<file path="config.mk">
export PLATFORM = sky130hd
export DESIGN_NAME = rs_request_credit
export DESIGN_NICKNAME = d
export VERILOG_FILES = /design/src/rtl/rs_request_credit_pkg.sv /design/src/rtl/rs_credit_counter.sv /design/src/rtl/rs_request_credit.sv
export SDC_FILE = /design/constraint.sdc
export NUM_CORES = 1
export LEC_CHECK = 0
export BUFFER_PORTS_ARGS = -buffer_cell sky130_fd_sc_hd__buf_4
export CORE_MARGIN = 8
export CORE_UTILIZATION = 40
export CTS_BUF_LIST = sky130_fd_sc_hd__clkbuf_16
export DETAILED_ROUTE_END_ITERATION = 10
export PLACE_DENSITY_LB_ADDON = 0.15
export SYNTH_ARGS = -nofsm -noshare
export SYNTH_HDL_FRONTEND = slang
export SYNTH_SLANG_ARGS = --single-unit
</file>
<file path="constraint.sdc">
create_clock -name clk_i -period 4.9 [get_ports clk_i]
set_clock_uncertainty 0.15 [all_clocks]
set_input_delay 0.735 -clock clk_i [delete_from_list [all_inputs] [get_ports clk_i]]
set_output_delay 0.735 -clock clk_i [all_outputs]
set_load 0.02 [all_outputs]
</file>
<file path="src/rtl/rs_request_credit_pkg.sv">
// Shared reservation-station constants: RS type codes and default sizing
// for the dispatch credit logic.
package rs_request_credit_pkg;

  typedef enum logic [2:0] {
    RS_NONE   = 3'd0,
    RS_ALU    = 3'd1,
    RS_BRANCH = 3'd2,
    RS_MUL    = 3'd3,
    RS_LDST   = 3'd4
  } rs_type_e;

  localparam int RS_DISPATCH_WIDTH = 2;
  localparam int RS_NUM_TYPES      = 4;
  localparam int RS_TYPE_W         = 3;
  localparam int RS_DEPTH_DEF      = 8;

endpackage

</file>
<file path="src/rtl/rs_credit_counter.sv">
// Free-entry counter for one RS type: consume on fire, +1 on release, refill on flush.
// One-cycle update latency; saturates at RS_DEPTH and raises a sticky overflow flag.
module rs_credit_counter
  import rs_request_credit_pkg::*;
#(
  parameter int RS_DEPTH = RS_DEPTH_DEF,
  parameter int CNT_W    = $clog2(RS_DEPTH + 1)
) (
  input  logic             clk_i,
  input  logic             reset_i,
  input  logic [CNT_W-1:0] consume_i,
  input  logic             fire_i,
  input  logic             release_i,
  input  logic             flush_i,
  output logic [CNT_W-1:0] credit_o,
  output logic             overflow_o
);

  localparam logic [CNT_W:0]   FULL_EXT = (CNT_W + 1)'(RS_DEPTH);
  localparam logic [CNT_W-1:0] FULL_CNT = CNT_W'(RS_DEPTH);

  logic [CNT_W-1:0] credit_q, credit_d;
  logic             ovf_q, ovf_d;
  logic [CNT_W:0]   sum;

  // One extra bit of headroom so a release on a full counter is detectable.
  always_comb begin
    sum = {1'b0, credit_q} + {{CNT_W{1'b0}}, release_i};
    if (fire_i) begin
      sum = sum - {1'b0, consume_i};
    end
    credit_d = sum[CNT_W-1:0];
    ovf_d    = ovf_q;
    if (flush_i) begin
      credit_d = FULL_CNT;
    end else if (sum > FULL_EXT) begin
      credit_d = FULL_CNT;
      ovf_d    = 1'b1;
    end
  end

  always_ff @(posedge clk_i) begin
    if (!reset_i) begin
      credit_q <= FULL_CNT;
      ovf_q    <= 1'b0;
    end else begin
      credit_q <= credit_d;
      ovf_q    <= ovf_d;
    end
  end

  assign credit_o   = credit_q;
  assign overflow_o = ovf_q;

endmodule

</file>
<file path="src/rtl/rs_request_credit.sv">
// All-or-nothing dispatch credit check across RS types; requests/ready are combinational, credits update 1 cycle later.
// Dispatch group stalls (no partial consumption) whenever any type lacks credit; flush refills, reset wins over all.
module rs_request_credit
  import rs_request_credit_pkg::*;
#(
  parameter int DISPATCH_WIDTH = RS_DISPATCH_WIDTH,
  parameter int NUM_RS         = RS_NUM_TYPES,
  parameter int TYPE_W         = RS_TYPE_W,
  parameter int RS_DEPTH       = RS_DEPTH_DEF,
  parameter int CNT_W          = $clog2(RS_DEPTH + 1)
) (
  input  logic                             clk_i,
  input  logic                             reset_i,
  input  logic [DISPATCH_WIDTH-1:0]        inst_valid_i,
  input  logic [DISPATCH_WIDTH*TYPE_W-1:0] inst_rs_type_i,
  input  logic                             dispatch_en_i,
  input  logic                             flush_i,
  input  logic [NUM_RS-1:0]                release_i,
  output logic [DISPATCH_WIDTH*NUM_RS-1:0] req_o,
  output logic [NUM_RS*CNT_W-1:0]          req_num_o,
  output logic [NUM_RS*CNT_W-1:0]          credit_o,
  output logic                             dispatch_ready_o,
  output logic                             dispatch_fire_o,
  output logic                             overflow_err_o
);

  logic [CNT_W-1:0]  req_num_a [NUM_RS];
  logic [CNT_W-1:0]  credit_a  [NUM_RS];
  logic [NUM_RS-1:0] ovf_a;
  logic [NUM_RS-1:0] type_ok;

  // Codes 0 and anything above NUM_RS match no column and so request nothing.
  always_comb begin
    req_o = '0;
    for (int k = 0; k < DISPATCH_WIDTH; k++) begin
      for (int t = 0; t < NUM_RS; t++) begin
        req_o[k*NUM_RS+t] = inst_valid_i[k] &&
                            (inst_rs_type_i[k*TYPE_W +: TYPE_W] == TYPE_W'(t + 1));
      end
    end
  end

  always_comb begin
    for (int t = 0; t < NUM_RS; t++) begin
      req_num_a[t] = '0;
      for (int k = 0; k < DISPATCH_WIDTH; k++) begin
        req_num_a[t] = req_num_a[t] + CNT_W'(req_o[k*NUM_RS+t]);
      end
    end
  end

  always_comb begin
    req_num_o = '0;
    credit_o  = '0;
    type_ok   = '0;
    for (int t = 0; t < NUM_RS; t++) begin
      req_num_o[t*CNT_W +: CNT_W] = req_num_a[t];
      credit_o[t*CNT_W +: CNT_W]  = credit_a[t];
      type_ok[t]                  = (req_num_a[t] <= credit_a[t]);
    end
  end

  assign dispatch_ready_o = &type_ok;
  assign dispatch_fire_o  = reset_i & dispatch_ready_o & dispatch_en_i &
                            (|inst_valid_i) & ~flush_i;
  assign overflow_err_o   = |ovf_a;

  for (genvar g = 0; g < NUM_RS; g++) begin : g_cnt
    rs_credit_counter #(
      .RS_DEPTH (RS_DEPTH),
      .CNT_W    (CNT_W)
    ) u_cnt (
      .clk_i      (clk_i),
      .reset_i    (reset_i),
      .consume_i  (req_num_a[g]),
      .fire_i     (dispatch_fire_o),
      .release_i  (release_i[g]),
      .flush_i    (flush_i),
      .credit_o   (credit_a[g]),
      .overflow_o (ovf_a[g])
    );
  end

endmodule

</file>
==> flow_metrics.env, run 1 <==
export IMPL_status="finished clean"
export IMPL_power_total_mw=0.434
export IMPL_crit_required_ns=4.01
export IMPL_cts_tree="built"
export IMPL_p_leak_nw=1.10
export IMPL_synth_simple_area_share=0.281
export IMPL_post_drt_wl_per_cell_um=14.4
export IMPL_synth_seq_cells=20
export IMPL_postCtsHoldBufs=0
export IMPL_synth_top_cell_area_share=0.190
export IMPL_period_needed_ns=4.28
export IMPL_num_fill_cells=509
export IMPL_dp_cells=371
export IMPL_finalSetupTns_ns=0
export IMPL_synth_ff_type="dfxtp_1"
export IMPL_critPathBufInv=3
export IMPL_vias_per_cell=5.33
export IMPL_worstHoldPathType="reg2reg"
export IMPL_rsz0062_at_grt="false"
export IMPL_avgSynthCellArea_um2=8.31
export IMPL_grt_pass1_wl_um=8670
export IMPL_fmax_ghz=0.234
export IMPL_clock_power_share=0.392
export IMPL_initial_core_util=0.412
export IMPL_synth_top_family_by_area="simple AND/OR/NAND/NOR gates"
export IMPL_wl_um=5400
export IMPL_final_util=0.508
export IMPL_reg2reg_from="g_cnt[0].u_cnt.credit_o[1]$_SDFF_PP0_"
export IMPL_synthCells=253
export IMPL_power_density_mw_per_mm2=167
export IMPL_antenna_found_initial=0
export IMPL_rows=26
export IMPL_path_cells="buf_4 -> nor2b_1 -> nand2_1 -> nor2_1 -> ha_1 -> ha_1 -> nor2b_1 -> o21ai_0 -> o2111ai_1 -> nor4b_4 -> buf_4 -> buf_4"
export IMPL_crit_family="simple AND/OR/NAND/NOR gates"
export IMPL_async_flop_share=0
export IMPL_area_growth_syn_to_layout_pct=23.3
export IMPL_crit_fanout=18
export IMPL_period_share=0.873
export IMPL_setup_viol=0
export IMPL_slew_viol_final=0
export IMPL_p_sw_frac=0.274
export IMPL_cts_sinks=20
export IMPL_maxCapViolCount=0
export IMPL_chipHeight_um=88.5
export IMPL_yosys_top_cells_count="ha_1, nor2_1, dfxtp_1"
export IMPL_cts_root_buf="clkbuf_16"
export IMPL_yosysMostFrequentCell="ha_1"
export IMPL_nNetsFinal=348
export IMPL_grt_pass1_vias=1886
export IMPL_drt_iter0_drc=48
export IMPL_cts_setup_buffers=0
export IMPL_clkSlewWorstSetupHoldPaths_ns=0.06
export IMPL_slew_limit_headroom=0.542
export IMPL_pwr_share_seq=0.387
export IMPL_crit_top_cell="buf_4"
export IMPL_endpoint_kind="output port"
export IMPL_synthTopCellsByArea="dfxtp_1, ha_1, xnor2_1"
export IMPL_numCtsBuffers=3
export IMPL_io_pins=59
export IMPL_coreArea_mm2=0.00511
export IMPL_critPathKind="in2out"
export IMPL_p_int_mw=0.315
export IMPL_yosys_cell_types_count=47
export IMPL_worstHoldStart="g_cnt[1].u_cnt.overflow_o$_SDFFE_PN0P_"
export IMPL_clock_latency_ns=0.25
export IMPL_cts_path_max_buffers=2
export IMPL_cts_resized=0
export IMPL_startpoint="inst_rs_type_i[5]"
export IMPL_n_antenna_cell=0
export IMPL_synth_xor_area_frac=0.0833
export IMPL_port_buffers=50
export IMPL_ir_worst_vdd_uv=111
export IMPL_muxShareOfSynthArea=0.0488
export IMPL_r2r_slack_ns=1.60
export IMPL_die_area_mm2=0.00783
export IMPL_worst_path_largest_cell_delay_ns=0.55
export IMPL_netlist_area_mm2=0.00210
export IMPL_combPwrFrac=0.220
export IMPL_crit_path_start_kind="input pin"
export IMPL_htreeDepth=1
export IMPL_yosysTopAreaCell="dfxtp_1"
export IMPL_stdcell_count=374
export IMPL_dr_pass1_iters=5
export IMPL_worstMarginPinSlew_ns=0.683
export IMPL_synth_compound_area_frac=0.156
export IMPL_final_antenna_net_count=0
export IMPL_crit_slowest_cell="nor4b_4"
export IMPL_grt_max_degree=19
export IMPL_synthAdderAreaFrac=0.169
export IMPL_hold_viol=0
export IMPL_die_w_um=88.5
export IMPL_ys_seq_area_frac=0.190
export IMPL_power_switching_mw=0.119
export IMPL_gp_congestion=0.839
export IMPL_grt_overflow_total=0
export IMPL_via_count=1992
export IMPL_worstPathArrival_ns=3.39
export IMPL_grt_total_usage=0.138
export IMPL_hpwlAfterDp_um=4520
export IMPL_yosys_warnings=0
export IMPL_drive_gt1_frac=0.207
export IMPL_route_detailed_drc=0
export IMPL_synth_edff_count=0
==> registers in the layout, indices dropped and copies added, names as in the netlist <==
name                    flops
g_cnt.u_cnt.credit_o       16
g_cnt.u_cnt.overflow_o      4
==> layer usage <==
layer	GRT usage	vias to the layer above	share of wire
li1	-	1004	-
met1	0.173	917	0.45
met2	0.229	64	0.45
met3	0.0269	7	0.082
met4	0.0492	0	0.016
met5	0	-	0
==> power groups by stage <==
stage	combinational [mW]	sequential [mW]	clock, mW
after floorplan	0.0680	0.172	0
after global placement	0.0951	0.172	0
after detailed placement	0.0956	0.172	0
after CTS	0.0959	0.168	0.174
after global routing	0.105	0.168	0.183
final	0.0957	0.168	0.170
==> cell families after synthesis <==
logic type | after synthesis
other cells | 1
fa+ha+maj | 26
simple gates | 106
mux | 10
flops | 20
buf+inv | 26
compound gates | 44
xor+xnor | 20
==> stage by stage <==
step	hold WS (ns)	instance area (um2)	worst slack, ns
after floorplan	0.282	2130	0.554
after global placement	0.296	2520	0.695
after detailed placement	0.298	2520	0.557
after CTS	0.309	2590	0.606
after global routing	0.331	2590	0.334
final	0.309	2590	0.621
==> placed cells by master (no fill, tap or decap), types with 4 or more instances in the layout <==
cell      count
ha_1         22
buf_4        52
dfxtp_1      20
mux2i_1       8
conb_1        8
xnor2_1      11
o21ai_0      12
inv_1        15
nand2_1      15
a21oi_1       5
nor2b_1      15
a211oi_1      6
nand3_1      13
fa_1          4
nor3_1       10
nand2b_1      8
xor2_1        9
nor2_1       21
and3_1        4
nand3b_1      6
==> cell type report <==
type                    instances  area, um2  area share
inverters                      15       56.3      0.0217
flip-flops and latches         20        400       0.154
clock buffers                   3       75.1      0.0290
repair buffers                 52        390       0.151
multi-input cells             214       1580       0.611
well taps                      70       87.6      0.0338
==> worst paths after layout <==
kind / endpoint / cells after the start
worst max-delay path: dispatch_fire_o / 12
worst min-delay path: g_cnt[1].u_cnt.overflow_o$_SDFFE_PN0P_ / 1
worst max register to register: g_cnt[2].u_cnt.overflow_o$_SDFFE_PN0P_ / 11
worst min register to register: g_cnt[1].u_cnt.overflow_o$_SDFFE_PN0P_ / 1
Note: power is estimated with default switching activity, not from simulation.
==> run 2, diff against run 1 <==
--- a/config.mk
+++ b/config.mk
@@ -13,4 +13,5 @@
 export PLACE_DENSITY_LB_ADDON = 0.15
 export SYNTH_ARGS = -nofsm -noshare
 export SYNTH_HDL_FRONTEND = slang
+export SYNTH_HIERARCHICAL = 1
 export SYNTH_SLANG_ARGS = --single-unit
==> flow_metrics.env, run 2 <==
export IMPL_status="finished clean"
export IMPL_cts_sinks=20
export IMPL_maxCapViolCount=0
export IMPL_yosys_top_cells_count="ha_1, inv_1, nand2_1"
export IMPL_period_share=0.872
export IMPL_grt_pass1_vias=2000
export IMPL_critPathKind="in2out"
export IMPL_endpoint_kind="output port"
export IMPL_drive_gt1_frac=0.246
export IMPL_synth_seq_cells=20
export IMPL_setup_viol=0
export IMPL_hold_viol=0
export IMPL_power_switching_mw=0.154
export IMPL_setup_ws_ns=0.628
export IMPL_netlist_area_mm2=0.00221
export IMPL_worst_path_largest_cell_delay_ns=0.62
export IMPL_met2_usage=0.220
export IMPL_die_w_um=90.3
export IMPL_crit_path_start_kind="input pin"
export IMPL_clock_power_share=0.416
export IMPL_power_total_mw=0.550
export IMPL_postCtsHoldBufs=0
export IMPL_grt_pass1_wl_um=9350
export IMPL_grt_overflow_total=0
export IMPL_final_common_cell="buf_4"
export IMPL_finalSetupTns_ns=0
export IMPL_async_flop_share=0
export IMPL_worstHoldPathType="reg2reg"
export IMPL_synth_top_cell_area_share=0.204
export IMPL_antenna_found_initial=0
export IMPL_path_cells="buf_4 -> nor4bb_1 -> ha_1 -> ha_1 -> nor2b_1 -> o21ai_1 -> and4_4 -> nor3b_4 -> buf_12 -> buf_4"
export IMPL_die_area_mm2=0.00816
export IMPL_avgSynthCellArea_um2=8.53
export IMPL_cts_path_max_buffers=2
export IMPL_nNetsFinal=378
export IMPL_p_leak_nw=1.29
export IMPL_cts_setup_buffers=0
export IMPL_yosysTopAreaCell="ha_1"
export IMPL_rows=27
export IMPL_fmax_ghz=0.234
export IMPL_port_buffers=50
export IMPL_synth_edff_count=0
export IMPL_gp_congestion=0.901
export IMPL_p_sw_frac=0.281
export IMPL_hpwlAfterDp_um=4900
export IMPL_crit_slowest_cell="nor4bb_1"
export IMPL_final_antenna_net_count=0
export IMPL_synthCells=259
export IMPL_grt_max_degree=24
export IMPL_yosys_warnings=6
export IMPL_area_growth_syn_to_layout_pct=27.3
export IMPL_route_detailed_drc=0
export IMPL_htreeDepth=1
export IMPL_slew_viol_final=0
export IMPL_grt_total_usage=0.136
export IMPL_cts_tree="built"
export IMPL_vias_per_cell=5.04
export IMPL_stdcell_area_mm2=0.00281
export IMPL_slew_limit_headroom=0.535
export IMPL_rsz0062_at_grt="false"
export IMPL_met3_usage=0.0382
export IMPL_io_pins=59
export IMPL_synthTopCellsByArea="ha_1, dfxtp_1, inv_1"
export IMPL_period_needed_ns=4.27
export IMPL_layout_common_cells="buf_4, inv_1, ha_1"
export IMPL_chipHeight_um=90.3
export IMPL_dp_slack_ns=0.544
export IMPL_worstMarginPinSlew_ns=0.688
export IMPL_p_int_mw=0.395
export IMPL_combPwrFrac=0.267
export IMPL_ys_seq_area_frac=0.181
export IMPL_largest_register_ffs=16
export IMPL_wl_um=5680
export IMPL_coreArea_mm2=0.00541
export IMPL_via_count=1981
export IMPL_ir_worst_vdd_uv=192
export IMPL_power_density_mw_per_mm2=195
export IMPL_busiest_layer="met2"
export IMPL_cts_root_buf="clkbuf_16"
export IMPL_post_drt_wl_per_cell_um=14.5
export IMPL_n_antenna_cell=0
export IMPL_place_area_mm2=0.00271
export IMPL_worstPathArrival_ns=3.39
export IMPL_crit_required_ns=4.01
export IMPL_drt_iter0_drc=66
export IMPL_clkSlewWorstSetupHoldPaths_ns=0.06
export IMPL_dr_pass1_iters=4
export IMPL_pwr_share_seq=0.317
export IMPL_numCtsBuffers=3
export IMPL_crit_fanout=23
export IMPL_yosys_cell_types_count=34
export IMPL_grt_met1_usage=0.172
export IMPL_clock_latency_ns=0.26
export IMPL_synth_ff_type="dfxtp_1"
export IMPL_cts_resized=0
export IMPL_initial_core_util=0.409
[run 2: cell types whose count changed after synthesis, sizes merged, moves of 8 or more]
cell / previous run / this run
ha: 22 / 36
nor2: 22 / 12
mux2i: 8 / 0
nand2b: 8 / 0
inv: 15 / 36
[run 2: path summary, 6_finish.rpt]
path / startpoint / end / slack, ns / depth (start not counted)
worst max-delay path: inst_valid_i[0] / dispatch_fire_o / 0.63 / 10
worst min-delay path: g_cnt[2].u_cnt/overflow_o$_SDFFE_PN0P_ / g_cnt[2].u_cnt/overflow_o$_SDFFE_PN0P_ / 0.32 / 1
worst max register to register: g_cnt[0].u_cnt/credit_o[1]$_SDFF_PP0_ / g_cnt[2].u_cnt/credit_o[0]$_SDFF_PP0_ / 1.89 / 11
worst min register to register: g_cnt[2].u_cnt/overflow_o$_SDFFE_PN0P_ / g_cnt[2].u_cnt/overflow_o$_SDFFE_PN0P_ / 0.32 / 1
[run 2: power by group through the flow]
stage / Sequential (mW) / Combinational, mW / Clock (mW)
after floorplan: 0.179 / 0.102 / 0
after global placement: 0.178 / 0.145 / 0
after detailed placement: 0.178 / 0.146 / 0
after CTS: 0.174 / 0.147 / 0.231
after global routing: 0.175 / 0.161 / 0.239
final: 0.174 / 0.147 / 0.229
[run 2: layout make-up]
class                   count  area [um2]
fillers                   526        2590
flip-flops and latches     20         400
clock buffers               3        75.1
repair buffers             55         425
clock inverters             1        30.0
inverters                  36         135
multi-input cells         206        1660
well taps                  72        90.1
[run 2: metrics by stage]
step / hold WS [ns] / util / cells
3_5_place_dp: 0.303 / 0.501 / 389
6_report: 0.320 / 0.520 / 393
3_3_place_gp: 0.291 / 0.501 / 389
2_1_floorplan: 0.276 / - / 274
5_1_grt: 0.351 / 0.520 / 393
4_1_cts: 0.317 / 0.520 / 393
[run 2: cells by family (layout without fill, tap and decap cells)]
group / Yosys count / after routing / share of synthesized area
adder cells (fa/ha/maj): 40 / 40 / 0.240
flip-flops: 20 / 20 / 0.181
buffers and inverters: 48 / 95 / 0.0974
multiplexers: 4 / 4 / 0.0204
other: 1 / 16 / 0.00170
AND/OR/NAND/NOR: 81 / 81 / 0.207
AO/OA/AOI/OAI: 49 / 49 / 0.189
XOR/XNOR: 16 / 16 / 0.0634
[run 2: metal layers]
metal	up-vias	share of wire
li1	1029	-
met1	890	0.48
met2	55	0.43
met3	7	0.073
met4	0	0.013
met5	-	0
[run 2: worst max-delay path, delay by kind of cell]
kind | cells | cell delay [ns]
simple gates | 4 | 1.38
fa+ha+maj | 2 | 0.64
buf+inv | 3 | 0.50
compound gates | 1 | 0.12
==> run 3, diff against run 2 <==
--- a/config.mk
+++ b/config.mk
@@ -5,10 +5,11 @@
 export SDC_FILE = /design/constraint.sdc
 export NUM_CORES = 1
 export LEC_CHECK = 0
-export BUFFER_PORTS_ARGS = -buffer_cell sky130_fd_sc_hd__buf_4
+export BUFFER_PORTS_ARGS = -buffer_cell sky130_fd_sc_hd__buf_2
 export CORE_MARGIN = 8
 export CORE_UTILIZATION = 40
 export CTS_BUF_LIST = sky130_fd_sc_hd__clkbuf_16
+export CTS_CLUSTER_SIZE = 20
 export DETAILED_ROUTE_END_ITERATION = 10
 export PLACE_DENSITY_LB_ADDON = 0.15
 export SYNTH_ARGS = -nofsm -noshare
==> flow_metrics.env, run 3 (synthesis results as in run 2) <==
export IMPL_status="finished clean"
export IMPL_die_area_mm2=0.00816
export IMPL_worst_path_largest_cell_delay_ns=0.63
export IMPL_num_fill_cells=550
export IMPL_port_buffers=50
export IMPL_maxCapViolCount=0
export IMPL_largest_register_ffs=16
export IMPL_dp_cells=389
export IMPL_slew_viol_final=0
export IMPL_io_pins=59
export IMPL_power_total_mw=0.536
export IMPL_cts_root_buf="clkbuf_16"
export IMPL_endpoint_kind="output port"
export IMPL_fmax_ghz=0.236
export IMPL_p_leak_nw=1.26
export IMPL_htreeDepth=1
export IMPL_crit_path_start_kind="input pin"
export IMPL_chipHeight_um=90.3
export IMPL_nNetsFinal=378
export IMPL_grt_pass1_vias=1972
export IMPL_stdcell_area_mm2=0.00268
export IMPL_via_count=1974
export IMPL_post_drt_wl_per_cell_um=14.4
export IMPL_slew_limit_headroom=0.542
export IMPL_path_cells="buf_2 -> nor4bb_1 -> ha_1 -> ha_1 -> nor2b_1 -> o21ai_1 -> and4_4 -> nor3b_4 -> buf_4 -> buf_2"
export IMPL_worstHoldPathType="reg2reg"
export IMPL_worstPathArrival_ns=3.35
export IMPL_crit_required_ns=4.01
export IMPL_place_area_mm2=0.00257
export IMPL_period_share=0.865
export IMPL_cts_path_max_buffers=2
export IMPL_cts_tree="built"
export IMPL_stdcell_count=393
export IMPL_area_growth_syn_to_layout_pct=21.1
export IMPL_grt_max_degree=13
export IMPL_crit_fanout=11
export IMPL_wl_um=5640
export IMPL_grt_total_usage=0.139
export IMPL_clkSlewWorstSetupHoldPaths_ns=0.06
export IMPL_numCtsBuffers=3
export IMPL_postCtsHoldBufs=0
export IMPL_rsz0062_at_grt="false"
export IMPL_route_detailed_drc=0
export IMPL_rows=27
export IMPL_hold_viol=0
export IMPL_period_needed_ns=4.24
export IMPL_drive_gt1_frac=0.246
export IMPL_ir_worst_vdd_uv=175
export IMPL_drt_iter0_drc=66
export IMPL_gp_congestion=0.836
export IMPL_cts_sinks=20
export IMPL_final_antenna_net_count=0
export IMPL_clock_latency_ns=0.25
export IMPL_n_antenna_cell=0
export IMPL_final_common_cell="buf_2"
export IMPL_grt_overflow_total=0
export IMPL_crit_slowest_cell="nor4bb_1"
export IMPL_initial_core_util=0.409
export IMPL_dr_pass1_iters=4
export IMPL_cts_setup_buffers=0
export IMPL_coreArea_mm2=0.00541
export IMPL_setup_viol=0
export IMPL_critPathKind="in2out"
export IMPL_hpwlAfterDp_um=4950
export IMPL_worstMarginPinSlew_ns=0.678
export IMPL_vias_per_cell=5.02
export IMPL_layout_common_cells="buf_2, inv_1, ha_1"
export IMPL_power_density_mw_per_mm2=200
export IMPL_cts_resized=0
export IMPL_finalSetupTns_ns=0
export IMPL_antenna_found_initial=0
export IMPL_die_w_um=90.3
export IMPL_grt_pass1_wl_um=9520
run 3: final timing paths:
path         cells past startpoint                                   start  slack (ns)                                     end
max                             10                         inst_valid_i[0]        0.66                         dispatch_fire_o
min                              1  g_cnt[0].u_cnt/overflow_o$_SDFFE_PN0P_        0.33  g_cnt[0].u_cnt/overflow_o$_SDFFE_PN0P_
max reg2reg                     11   g_cnt[2].u_cnt/credit_o[1]$_SDFF_PP0_        2.05  g_cnt[1].u_cnt/overflow_o$_SDFFE_PN0P_
min reg2reg                      1  g_cnt[0].u_cnt/overflow_o$_SDFFE_PN0P_        0.33  g_cnt[0].u_cnt/overflow_o$_SDFFE_PN0P_
run 3: per-layer routing:
layer,track usage,part of all wire
met5,0,0
met4,0.0361,0.0098
met3,0.0366,0.055
met2,0.211,0.42
met1,0.189,0.51
run 3: layout make-up:
cell class / count / area, um2 / area share
Multi-Input combinational cell: 206 / 1660 / 0.619
Sequential cell: 20 / 400 / 0.150
Timing Repair Buffer: 55 / 288 / 0.108
Inverter: 36 / 135 / 0.0505
Tap cell: 72 / 90.1 / 0.0337
Clock buffer: 3 / 75.1 / 0.0281
Clock inverter: 1 / 30.0 / 0.0112
run 3: critical path, delay by kind of cell:
kind	cells	cell delay (ns)
buf+inv	3	0.55
compound gates	1	0.13
fa+ha+maj	2	0.65
simple gates	4	1.28
run 3: power by group:
part	internal, mW	switching [mW]
Combinational	0.0551	0.0816
Sequential	0.170	0.00562
Clock	0.162	0.0623
run 3: per-stage QoR:
stage                     hold slack (ns)   util  setup WS (ns)
after CTS                           0.325  0.495          0.678
after global routing                0.352  0.495          0.465
after detailed placement            0.301  0.475          0.702
final                               0.331  0.495          0.664
after global placement              0.300  0.475          0.683
after floorplan                     0.276      -          0.421
